### config.mk
export PLATFORM = sky130hd
export DESIGN_NAME = tx_frame_buffer_flat
export DESIGN_NICKNAME = d
export VERILOG_FILES = /design/src/rtl/tx_frame_buffer_pkg.sv /design/src/rtl/tx_frame_buffer_if.sv /design/src/rtl/tx_frame_buffer_fifo.sv /design/src/rtl/tx_frame_buffer.sv /design/src/flat_wrapper.sv
export SDC_FILE = /design/constraint.sdc
export NUM_CORES = 1
export LEC_CHECK = 0
export ABC_CLOCK_PERIOD_IN_PS = 5350
export BUFFER_PORTS_ARGS = -buffer_cell sky130_fd_sc_hd__buf_4
export CAP_MARGIN = 5
export CORE_MARGIN = 2
export CORE_UTILIZATION = 25
export CTS_BUF_LIST = sky130_fd_sc_hd__clkbuf_4 sky130_fd_sc_hd__clkbuf_8 sky130_fd_sc_hd__clkbuf_16
export DETAILED_ROUTE_END_ITERATION = 10
export HOLD_SLACK_MARGIN = 0.1
export SETUP_SLACK_MARGIN = 0.02
export SYNTH_ARGS = -nofsm -noshare
export SYNTH_HDL_FRONTEND = slang
export SYNTH_SLANG_ARGS = --single-unit
### constraint.sdc
create_clock -name CLK -period 5.35 [get_ports CLK]
set_input_delay 0.535 -clock CLK [delete_from_list [all_inputs] [get_ports CLK]]
set_output_delay 0.535 -clock CLK [all_outputs]
set_load 0.05 [all_outputs]
### src/rtl/tx_frame_buffer_pkg.sv
// Shared defaults and FSM state type for the UART TX staging buffer.
// Pure declarations: no logic, so no latency and no backpressure.
package tx_frame_buffer_pkg;

  localparam int TX_WIDTH        = 8;
  localparam int TX_ALU_WIDTH    = 16;
  localparam int TX_FIFO_DEPTH   = 8;
  localparam int TX_BUSY_TIMEOUT = 255;

  typedef enum logic [1:0] {
    IDLE    = 2'd0,
    REQ     = 2'd1,
    WAIT_LO = 2'd2
  } tx_state_t;

endpackage

### src/rtl/tx_frame_buffer_if.sv
// Result-source strobes and the UART TX request/busy handshake.
// The slave side is the buffer; busy is the only backpressure towards it.
interface tx_frame_buffer_if #(
  parameter int WIDTH     = 8,
  parameter int ALU_WIDTH = 16
);
  logic [ALU_WIDTH-1:0] ALU_OUT;
  logic                 ALU_OUT_VLD;
  logic [WIDTH-1:0]     RF_RdData;
  logic                 RF_RdData_VLD;
  logic                 UART_TX_Busy;
  logic [WIDTH-1:0]     UART_TX_DATA;
  logic                 UART_TX_VLD;
  logic                 FIFO_FULL;
  logic                 DROP;
  logic                 TX_TIMEOUT;

  modport master (
    output ALU_OUT, ALU_OUT_VLD, RF_RdData, RF_RdData_VLD, UART_TX_Busy,
    input  UART_TX_DATA, UART_TX_VLD, FIFO_FULL, DROP, TX_TIMEOUT
  );

  modport slave (
    input  ALU_OUT, ALU_OUT_VLD, RF_RdData, RF_RdData_VLD, UART_TX_Busy,
    output UART_TX_DATA, UART_TX_VLD, FIFO_FULL, DROP, TX_TIMEOUT
  );
endinterface

### src/rtl/tx_frame_buffer_fifo.sv
// Single-clock FIFO, up to two writes and one read per cycle; read data is combinational from head.
// No internal backpressure: the caller must check free2/count/empty before writing or reading.
module sync_fifo_2w1r #(
  parameter int WIDTH = 8,
  parameter int DEPTH = 8
) (
  input  logic                     clk,
  input  logic                     rst_n,
  input  logic                     wr2_en,
  input  logic                     wr1_en,
  input  logic [WIDTH-1:0]         wr_dat0,
  input  logic [WIDTH-1:0]         wr_dat1,
  input  logic                     rd_en,
  output logic [WIDTH-1:0]         rd_dat,
  output logic [$clog2(DEPTH):0]   count,
  output logic                     empty,
  output logic                     free2
);
  localparam int AW = $clog2(DEPTH);
  localparam int CW = AW + 1;

  logic [WIDTH-1:0] mem [DEPTH];
  logic [AW-1:0]    wr_ptr, rd_ptr, wr_ptr_p1;
  logic [CW-1:0]    wr_num;

  assign wr_ptr_p1 = wr_ptr + AW'(1);
  assign wr_num    = wr2_en ? CW'(2) : (wr1_en ? CW'(1) : '0);

  // DEPTH is a power of two, so pointer overflow is the modulo wrap.
  always_ff @(posedge clk or negedge rst_n) begin
    if (!rst_n) begin
      wr_ptr <= '0;
      rd_ptr <= '0;
      count  <= '0;
    end else begin
      wr_ptr <= wr_ptr + wr_num[AW-1:0];
      rd_ptr <= rd_ptr + AW'(rd_en);
      count  <= count + wr_num - CW'(rd_en);
    end
  end

  always_ff @(posedge clk) begin
    if (wr2_en) begin
      mem[wr_ptr]    <= wr_dat0;
      mem[wr_ptr_p1] <= wr_dat1;
    end else if (wr1_en) begin
      mem[wr_ptr]    <= wr_dat0;
    end
  end

  assign rd_dat = mem[rd_ptr];
  assign empty  = (count == '0);
  assign free2  = (count <= CW'(DEPTH - 2));
endmodule

### src/rtl/tx_frame_buffer.sv
// Packs ALU results (2 bytes, LSB first) and RF reads (1 byte) into a FIFO and feeds UART TX; push-to-valid 1 cycle.
// Frames without room are dropped whole (DROP); a request busy never acknowledges is abandoned (TX_TIMEOUT).
module tx_frame_buffer
  import tx_frame_buffer_pkg::*;
#(
  parameter int WIDTH        = TX_WIDTH,
  parameter int ALU_WIDTH    = TX_ALU_WIDTH,
  parameter int DEPTH        = TX_FIFO_DEPTH,
  parameter int BUSY_TIMEOUT = TX_BUSY_TIMEOUT
) (
  input  logic               CLK,
  input  logic               RST,
  tx_frame_buffer_if.slave   bus
);
  localparam int CW = $clog2(DEPTH) + 1;
  localparam int TW = $clog2(BUSY_TIMEOUT + 1);

  logic [CW-1:0]    fifo_count;
  logic             fifo_empty, fifo_free2, free1;
  logic             alu_push, rf_push, pop, drop_nx;
  logic [WIDTH-1:0] wr_lo, rd_dat;

  tx_state_t        state_q, state_nx;
  logic [TW-1:0]    tmr_q, tmr_nx;
  logic [WIDTH-1:0] dat_q, dat_nx;
  logic             vld_q, vld_nx, tmo_q, tmo_nx, drop_q;

  // Space is judged on the count at the start of the cycle; a same-cycle pop does not help.
  assign free1    = (fifo_count != CW'(DEPTH));
  assign alu_push = bus.ALU_OUT_VLD & fifo_free2;
  assign rf_push  = bus.RF_RdData_VLD & ~bus.ALU_OUT_VLD & free1;
  assign drop_nx  = (bus.ALU_OUT_VLD & ~fifo_free2) | (bus.RF_RdData_VLD & ~rf_push);
  assign wr_lo    = bus.ALU_OUT_VLD ? bus.ALU_OUT[WIDTH-1:0] : bus.RF_RdData;

  sync_fifo_2w1r #(.WIDTH(WIDTH), .DEPTH(DEPTH)) u_fifo (
    .clk     (CLK),
    .rst_n   (RST),
    .wr2_en  (alu_push),
    .wr1_en  (rf_push),
    .wr_dat0 (wr_lo),
    .wr_dat1 (bus.ALU_OUT[ALU_WIDTH-1:WIDTH]),
    .rd_en   (pop),
    .rd_dat  (rd_dat),
    .count   (fifo_count),
    .empty   (fifo_empty),
    .free2   (fifo_free2)
  );

  always_ff @(posedge CLK or negedge RST) begin
    if (!RST) begin
      state_q <= IDLE;
      tmr_q   <= '0;
      dat_q   <= '0;
      vld_q   <= 1'b0;
      tmo_q   <= 1'b0;
      drop_q  <= 1'b0;
    end else begin
      state_q <= state_nx;
      tmr_q   <= tmr_nx;
      dat_q   <= dat_nx;
      vld_q   <= vld_nx;
      tmo_q   <= tmo_nx;
      drop_q  <= drop_nx;
    end
  end

  always_comb begin
    state_nx = state_q;
    tmr_nx   = tmr_q;
    dat_nx   = dat_q;
    vld_nx   = vld_q;
    tmo_nx   = 1'b0;
    pop      = 1'b0;
    case (state_q)
      IDLE: begin
        if (!fifo_empty && !bus.UART_TX_Busy) begin
          pop      = 1'b1;
          dat_nx   = rd_dat;
          vld_nx   = 1'b1;
          tmr_nx   = '0;
          state_nx = REQ;
        end
      end
      REQ: begin
        if (bus.UART_TX_Busy) begin
          vld_nx   = 1'b0;
          state_nx = WAIT_LO;
        end else if (tmr_q == TW'(BUSY_TIMEOUT - 1)) begin
          // The byte is abandoned rather than retried.
          vld_nx   = 1'b0;
          tmo_nx   = 1'b1;
          state_nx = IDLE;
        end else begin
          tmr_nx   = tmr_q + TW'(1);
        end
      end
      WAIT_LO: begin
        if (!bus.UART_TX_Busy) state_nx = IDLE;
      end
      default: state_nx = IDLE;
    endcase
  end

  assign bus.UART_TX_DATA = dat_q;
  assign bus.UART_TX_VLD  = vld_q;
  assign bus.FIFO_FULL    = ~fifo_free2;
  assign bus.DROP         = drop_q;
  assign bus.TX_TIMEOUT   = tmo_q;
endmodule

### src/flat_wrapper.sv
// flat-port wrapper written by rule: the top's interface ports become plain ports
module tx_frame_buffer_flat import tx_frame_buffer_pkg::*;
#(
  parameter int WIDTH        = TX_WIDTH,
  parameter int ALU_WIDTH    = TX_ALU_WIDTH,
  parameter int DEPTH        = TX_FIFO_DEPTH,
  parameter int BUSY_TIMEOUT = TX_BUSY_TIMEOUT
)
  (CLK, RST, bus_ALU_OUT, bus_ALU_OUT_VLD, bus_RF_RdData, bus_RF_RdData_VLD, bus_UART_TX_Busy, bus_UART_TX_DATA, bus_UART_TX_VLD, bus_FIFO_FULL, bus_DROP, bus_TX_TIMEOUT);
  tx_frame_buffer_if #(.WIDTH(WIDTH), .ALU_WIDTH(ALU_WIDTH)) bus_i ();
  input  logic CLK;
  input  logic RST;
  input wire logic [$bits(bus_i.ALU_OUT)-1:0] bus_ALU_OUT;
  input wire logic [$bits(bus_i.ALU_OUT_VLD)-1:0] bus_ALU_OUT_VLD;
  input wire logic [$bits(bus_i.RF_RdData)-1:0] bus_RF_RdData;
  input wire logic [$bits(bus_i.RF_RdData_VLD)-1:0] bus_RF_RdData_VLD;
  input wire logic [$bits(bus_i.UART_TX_Busy)-1:0] bus_UART_TX_Busy;
  output wire logic [$bits(bus_i.UART_TX_DATA)-1:0] bus_UART_TX_DATA;
  output wire logic [$bits(bus_i.UART_TX_VLD)-1:0] bus_UART_TX_VLD;
  output wire logic [$bits(bus_i.FIFO_FULL)-1:0] bus_FIFO_FULL;
  output wire logic [$bits(bus_i.DROP)-1:0] bus_DROP;
  output wire logic [$bits(bus_i.TX_TIMEOUT)-1:0] bus_TX_TIMEOUT;
  assign bus_i.ALU_OUT = bus_ALU_OUT;
  assign bus_i.ALU_OUT_VLD = bus_ALU_OUT_VLD;
  assign bus_i.RF_RdData = bus_RF_RdData;
  assign bus_i.RF_RdData_VLD = bus_RF_RdData_VLD;
  assign bus_i.UART_TX_Busy = bus_UART_TX_Busy;
  assign bus_UART_TX_DATA = bus_i.UART_TX_DATA;
  assign bus_UART_TX_VLD = bus_i.UART_TX_VLD;
  assign bus_FIFO_FULL = bus_i.FIFO_FULL;
  assign bus_DROP = bus_i.DROP;
  assign bus_TX_TIMEOUT = bus_i.TX_TIMEOUT;
  tx_frame_buffer #(.WIDTH(WIDTH), .ALU_WIDTH(ALU_WIDTH), .DEPTH(DEPTH), .BUSY_TIMEOUT(BUSY_TIMEOUT)) u_core (.CLK(CLK), .RST(RST), .bus(bus_i));
endmodule
# After elaboration in Yosys (flattened, before gate mapping)
# Memory sizes are Yosys's and may differ from the RTL's. A register that Yosys moved wholly into a read port is not among the register bits.
# Cells that the tools add are included.
[word_totals]
regBits = 23
mem_bits_rw = 64
input_bits = 29
out_inout_bits = 12
wordCells = 73
n_memories = 1
[memory_table]
columns = ["memory", "words", "width", "rd", "rd_ports_with_merged_regs", "write_ports", "line", "text"]
rows = [
  ["u_core.u_fifo.mem", 8, 8, 1, 1, 2, "tx_frame_buffer_fifo.sv:22", "logic [WIDTH-1:0] mem [DEPTH];"],
]
[classes]
addsub = 6
magnitude_cmp = 1
n_eq_ne = 9
muxes = 27
bitwise_logic = 10
reduce_logical = 11
[ops]
columns = ["op", "count"]
rows = [
  ["2-to-1 mux 8 bit", 5],
  ["one-hot mux 8 bit (2 select lines)", 1],
  ["2-to-1 mux 1 bit", 14],
  ["2-to-1 mux 2 bit", 5],
  ["adder 8 x 1 -> 8 bit (second input constant)", 1],
  ["equality test 8 bit (second input constant)", 1],
  ["!= test 2 bit (second input constant)", 3],
  ["one-hot mux 2 bit (3 select lines)", 1],
  ["AND reduction 3 bit", 2],
  ["bitwise AND 1 bit", 5],
  ["adder 4 x 2 -> 4 bit", 1],
  ["less-or-equal comparator 4 x 3 -> 1 bit (second input constant)", 1],
  ["logical NOT 4 bit", 1],
  ["!= test 4 bit (second input constant)", 1],
  ["AND reduction 4 bit", 1],
  ["subtractor 4 x 1 -> 4 bit", 1],
  ["adder 3 x 1 -> 3 bit", 1],
  ["adder 3 x 1 -> 3 bit (second input constant)", 1],
  ["adder 3 x 2 -> 3 bit", 1],
  ["logical NOT 1 bit", 3],
  ["!= test 3 x 2 -> 1 bit (second input constant)", 1],
  ["inverter 1 bit", 3],
  ["equality test 2 x 1 -> 1 bit (second input constant)", 1],
  ["equality test 2 bit (second input constant)", 1],
  ["7 further kinds", 8],
]

# Logic depth before layout (Yosys ltp)
# Gate-level depths: netlist of run 1.
[logic_depth]
ltp_word = 7
ltp_mapped = 12
ltp_nobuf = 11

# Cells and area by module
# From an unflattened synthesis of run 1, not the netlist that was laid out.
[unflattened]
cells_unflattened = 328
hier_area_um2 = 4969.8
[modules_own_cells]
columns = ["mod", "instances", "cells_each", "area_each_um2", "seq_area_each_um2"]
rows = [
  ["sync_fifo_2w1r", 1, 228, 3865.0, 2172.1],
  ["tx_frame_buffer", 1, 100, 1104.8, 525.5],
]

# Least setup slack after synthesis of run 1
# Ideal clock, no wire load.
[synth_path]
kind = "flip-flop to flip-flop"
from = "register u_core.u_fifo.count[2]"
to = "register u_core.u_fifo.count[3]"
setup_time_ps = 79
arrival_time_ps = 2283
t_required_ps = 5271
path_slack_ps = 2988
stages_incl_launch_ff = 11
path_buffers = 1
synth_period_minus_slack_ps = 2362
path_cell_list = "dfrtp_1 -> inv_1 -> ha_1 -> a2111oi_2 -> clkbuf_1 -> ha_1 -> inv_1 -> ha_1 -> a21o_1 -> a21oi_1 -> xor2_1"
[synth_between]
elab_chain_len = 6
word_cells_on_any_way = 13
cone_classes = "2 x add/sub; 1 x order compare; 1 x eq/ne; 4 x mux; 2 x bitwise; 3 x reduce/logical"
[synth_rtl]
columns = ["item", "line", "text"]
rows = [
  ["start: declaration", "tx_frame_buffer_fifo.sv:15", "output logic [$clog2(DEPTH):0] count,"],
  ["start signal: assignment", "tx_frame_buffer_fifo.sv:38", "count <= count + wr_num - CW'(rd_en);"],
  ["logical NOT 4 bit", "tx_frame_buffer_fifo.sv:52", "assign empty = (count == '0);"],
  ["logical NOT 1 bit", "tx_frame_buffer.sv:76", "if (!fifo_empty && !bus.UART_TX_Busy) begin"],
  ["logical AND 1 bit", "tx_frame_buffer.sv:76", ""],
  ["2-to-1 mux 1 bit", "tx_frame_buffer.sv:76", ""],
  ["2-to-1 mux 1 bit", "tx_frame_buffer.sv:74", "case (state_q)"],
  ["named net u_core.pop", "tx_frame_buffer.sv:20", "logic alu_push, rf_push, pop, drop_nx;"],
  ["subtractor 4 x 1 -> 4 bit", "tx_frame_buffer_fifo.sv:38", ""],
]
# The timed path passes the listed nets, and every way through them passes these cells.
# A chain may end at the register's enable or synchronous reset.

==> results.cfg, run 1 <==
[yosys]
synth-async-reset-ratio = 0.326
synth.area.top_cells = edfxtp_1 (39%), mux2_2 (16%), dfrtp_1 (16%)
syn_area_sq_mm = 0.00494
syn_inst = 336
synth_most_common_cell = mux2_2
yosysSeqAreaShare = 0.546
synthFlopType = edfxtp_1
synth.largest_area_cell = edfxtp_1
synth_edf_count = 64
ys_ff_latch = 95
synth_top_cells_by_count = mux2_2 (71), edfxtp_1 (64), dfrtp_1 (31), nor2_1 (17), mux4_2 (16)
avgSynthCellArea_sq_um = 14.7
syn-num-nets = 381
synth_top_area_share = 0.389
ys_warn_count = 0
ys_types = 44

[grt]
grt_pass1_wl_mm = 18.6
overflow = 0
grt_pass1_vias = 3167
antenna_found_initial = 0
gr-usage-all-layers = 0.120
grt_max_degree = 32

[critical_path]
setup.worst_path.start_class = flop
cp.required_ns = 5.31
cp_max_fo = 8
end_kind = flop
cpPeakStageDelay_ns = 0.95
crit_family = compound AO/OA/AOI/OAI gates
worstPathArrival_ns = 2.66
path_common_cell = o21ai_0
cp_num_buf_inv = 1
slowest_stage = o21ai_0
cp_cell_sequence = inv_1 -> ha_1 -> a21bo_1 -> and3_1 -> o21ai_0 -> o21ai_0
crit_type = reg -> reg

[placed_design]
gp_congestion = 0.791
dpl-instance-area_sq_mm = 0.00554
io_buffers = 40
dp_hpwl_mm = 8.38

[worst_hold_path]
worstHoldPathType = in -> async

[finish]
num_antenna_cells = 0
stdcell_area_sq_mm = 0.00585
fillers = 1929
area_growth_pct = 18.3
drive_gt1_frac = 0.406
nNetsFinal = 422

[timing]
tightest_slew_ns = 1.15
fmax_ghz = 0.370
rsz0062_at_grt = no
period_minus_slack_ns = 2.71
fin_setup_tns_ns = 0
final-setup-viol-count = 0
fin_skew_ns = 0.0103
finalHoldViolCount = 0
slew_violations = 0
min_period_over_period = 0.506
maxSlewHeadroom = 0.228

[clocking]
clk_path_buf_depth = 2
postCtsSetupRepairBufs = 0
hold_buffers = 0
clk_pin_slew_ns = 0.07
cts.sinks = 95
clk_latency_ns = 0.35
cts_root_buf = clkbuf_16
cts_buffers = 9
cts_tree = done
cts.repair.resized = 0
h-tree-depth = 3

[routing]
detail_route.wl_per_cell_um = 17.9
routed_wl_mm = 11.6
num_vias = 2982
route.met2.wl_mm = 5.40
vias_per_cell = 4.61
drt_pre_antenna_iters = 4
wl_met1_mm = 5.38
wl_met3_um = 664
drt_iter0_markers = 254
drt.antenna.violating_nets = 0
top_layer_used = met4
drcViolationCount = 0

[power]
peakVddDrop_uv = 159
leakagePower_uw = 0.00218
power.density_mw_per_mm2 = 546

[floorplan]
die_x_um = 145
core_area_sq_mm = 0.0195
die_area_sq_mm = 0.0209
core.rowCount = 51
boundaryPins = 41
initial_core_util = 0.254
die_h_um = 145

[run]
max-cap-violations = 0

[status]
status = completed
[cells by family after synthesis]
logic type / share of synthesized area
buf+inv: 0.0223
fa+ha+maj: 0.0435
simple gates: 0.0630
compound gates: 0.0569
xor+xnor: 0.0137
mux: 0.255
flops: 0.546
[per-stage QoR]
stage	worst slack (ns)	instances	utilization	hold WS [ns]	total power (uW)
final	2.64	647	0.300	0.114	3190
after global routing	2.35	647	0.300	0.146	3380
after CTS	2.44	647	0.300	0.130	3220
after detailed placement	2.42	631	0.285	0.491	2570
after global placement	2.55	631	0.285	0.476	2530
after floorplan	2.99	336	-	0.239	2200
[state kept, by name, indices dropped and copies added (netlist names)]
name                     flops
u_core.u_fifo.count          4
u_core.tmr_q                 8
u_core.state_q               2
u_core.u_fifo.mem           64
u_core.u_fifo.wr_ptr         3
u_core.bus.DROP              1
u_core.bus.UART_TX_VLD       1
u_core.u_fifo.rd_ptr         3
u_core.bus.TX_TIMEOUT        1
u_core.bus.UART_TX_DATA      8
[placed cells by master, fill, tap and decap left out, drive strengths merged, types with 7 or more instances in the layout]
master  count
a21oi      13
nand2       7
inv        16
buf        41
mux2i       9
ha         14
dfrtp      31
nand3       8
edfxtp     64
nor2       17
clkbuf     13
o21ai      12
mux4       16
mux2       72
[path summary, 6_finish.rpt]
| path | from | to | slack (ns) | cells after the start |
|---|---|---|---|---|
| max | u_core.u_fifo.count[3] | u_core.u_fifo.mem[5][3] | 2.64 | 6 |
| min | RST | u_core.tmr_q[3] | 0.11 | 1 |
| max reg2reg | u_core.u_fifo.count[3] | u_core.u_fifo.mem[5][3] | 2.64 | 6 |
| min reg2reg | u_core.bus.UART_TX_VLD | u_core.bus.UART_TX_VLD | 0.50 | 1 |
| max in group asynchronous | RST | u_core.u_fifo.wr_ptr[1] | 4.93 | 1 |
| min in group CLK | bus_UART_TX_Busy | u_core.bus.TX_TIMEOUT | 0.42 | 2 |
[where the power goes]
part           switching (uW)  total, uW  leakage [uW]  internal [uW]
Combinational             714       1250       0.00106            541
Clock                     279        655      0.000155            376
Sequential                212       1280      0.000960           1070
Total                    1200       3190       0.00218           1990
[worst reg2reg max path: stages, from the launching register on]
cell     delay [ns]
dfrtp_1        0.40
inv_1          0.09
ha_1           0.16
a21bo_1        0.12
and3_1         0.33
o21ai_0        0.26
o21ai_0        0.96
[final cells by class]
class / instances / area [sq um] / share of cell area
clock buffers: 13 / 285 / 0.0488
clock inverters: 3 / 21.3 / 0.00364
inverters: 14 / 55.1 / 0.00941
multi-input cells: 216 / 2150 / 0.368
flip-flops and latches: 95 / 2700 / 0.461
well taps: 265 / 332 / 0.0567
repair buffers: 41 / 308 / 0.0526
[metal layers]
| layer | up-vias | global-route usage |
|---|---|---|
| met5 | - | 0 |
| met4 | 0 | 0.0296 |
| met3 | 12 | 0.0318 |
| met2 | 92 | 0.188 |
| met1 | 1510 | 0.166 |
| li1 | 1368 | - |
Power figures use the tool's default switching activity.
==> run 2: changes to the inputs <==
ABC_CLOCK_PERIOD_IN_PS = 2250   (was 5350)
clock period = 2.25 ns   (was 5.35 ns; I/O delays follow)
==> results.cfg, run 2 (same netlist as run 1, synthesis figures left out) <==
[finish]
fillers = 1952
top_register = u_core.u_fifo.mem
stdcell_area_sq_mm = 0.00618
num_antenna_cells = 0
layout_common_cells = buf_4 (73), mux2_2 (71), edfxtp_1 (64)
drive_gt1_frac = 0.470
post-route-util = 0.317
seqCellArea_sq_mm = 0.00270
largest_reg_flops = 64
area_growth_pct = 24.9
layout_commonest_cell = buf_4
nNetsFinal = 461
multi_input_area_sq_mm = 0.00218

[floorplan]
die_area_sq_mm = 0.0209
die_h_um = 145
boundaryPins = 41
die_x_um = 145
initial_core_util = 0.254
core_area_sq_mm = 0.0195
core.rowCount = 51

[routing]
drt.antenna.violating_nets = 0
drt_pre_antenna_iters = 5
drt_iter0_markers = 188
detail_route.wl_per_cell_um = 17.2
routed_wl_mm = 11.8
drcViolationCount = 0
vias_per_cell = 4.55
num_vias = 3119

[grt]
grt_max_degree = 32
grt-busiest-layer = met2
overflow = 0
gr-usage-all-layers = 0.119
grt_pass1_vias = 3266
use_met3 = 0.0291
use_met1 = 0.159
use_met2 = 0.191
antenna_found_initial = 0
grt_pass1_wl_mm = 18.3

[placed_design]
dpl-instance-area_sq_mm = 0.00583
dp_hpwl_mm = 8.37
io_buffers = 40
gp_congestion = 0.798

[timing]
fmax_ghz = 0.460
period_minus_slack_ns = 2.18
min_period_over_period = 0.967
finalHoldViolCount = 0
rsz0062_at_grt = yes
maxSlewHeadroom = 0.548
final-setup-viol-count = 0
fin_skew_ns = 0.00918
tightest_slew_ns = 0.678
slew_violations = 0

[clocking]
cts_root_buf = clkbuf_16
h-tree-depth = 3
clk_latency_ns = 0.35
cts_tree = done
cts.sinks = 95
clk_path_buf_depth = 2
clk_pin_slew_ns = 0.07
cts_buffers = 9

[status]
status = completed

[power]
peakVddDrop_uv = 496
leakagePower_uw = 0.00236
finalPower_uw = 8010
power.density_mw_per_mm2 = 1300

[run]
max-cap-violations = 0

[critical_path]
setup.worst_path.start_class = flop
crit_type = reg -> reg
end_kind = flop
worstPathArrival_ns = 2.27
cp_max_fo = 5
cp.required_ns = 2.35

[worst_hold_path]
worstHoldPathType = in -> reg
==> run 2: changes by cell type in the layout (fill, tap and decap cells not counted), moves of 2 or more <==
cell,previous run,this run
inv_1,13,11
dlygate4sd3_1,0,3
inv_2,0,2
inv_4,3,0
clkbuf_8,2,0
buf_6,0,3
buf_4,41,73
==> run 2: final timing paths <==
check	from	endpoint	slack, ns	cells past startpoint
worst min register to register	u_core.bus.UART_TX_VLD	u_core.bus.UART_TX_VLD	0.50	1
min in group asynchronous	RST	u_core.bus.UART_TX_DATA[5]	0.37	2
worst min-delay path	bus_ALU_OUT[14]	u_core.u_fifo.mem[6][6]	0.24	2
max in group asynchronous	RST	u_core.bus.TX_TIMEOUT	1.59	2
worst max-delay path	u_core.u_fifo.count[2]	u_core.u_fifo.mem[3][5]	0.07	9
worst max register to register	u_core.u_fifo.count[2]	u_core.u_fifo.mem[3][5]	0.07	9
==> run 2: where the power goes <==
| part | internal (uW) | leakage, uW | switching, uW |
|---|---|---|---|
| registers | 2540 | 0.000960 | 323 |
| clock network | 775 | 0.000134 | 660 |
| logic | 1630 | 0.00127 | 2080 |
| total | 4950 | 0.00236 | 3060 |
==> run 2: cell type report <==
cell class,instances,share of cell area
sequential,95,0.437
timing repair buffer,80,0.102
inverter,14,0.00972
tap,265,0.0537
clock buffer,11,0.0389
multi-input combinational,216,0.353
clock inverter,5,0.00547
==> run 2: per-layer routing <==
metal / wire length (um) / up-vias
li1: - / 1440
met2: 5580 / 80
met3: 711 / 18
met5: 0 / -
met4: 207 / 0
met1: 5280 / 1581
==> run 2: worst max-delay path: stages, from the launching register on <==
cell	delay, ns
dfrtp_1	0.38
buf_4	0.14
ha_4	0.15
nand3_1	0.09
and3_4	0.23
inv_8	0.03
buf_4	0.17
nor3_4	0.20
buf_4	0.19
mux2_2	0.34
==> run 2: timing repair <==
item | CTS | global route
resized for setup | 3 | 11
hold endpoints to repair | 33 | 0
endpoints found under the setup margin | 51 | 82
hold buffers | 3 | 0
pin swaps | 0 | 7
buffers inserted | 0 | 1
==> run 2: stage by stage <==
stage	instances	worst slack, ns	hold WS (ns)	setup TNS (ns)
2_1_floorplan	336	0.0407	-0.0706	0
3_3_place_gp	666	-0.0331	0.181	-0.388
3_5_place_dp	666	-0.0777	0.193	-0.896
4_1_cts	685	0.0202	0.218	0
5_1_grt	686	0.00581	0.243	0
6_report	686	0.0740	0.236	0
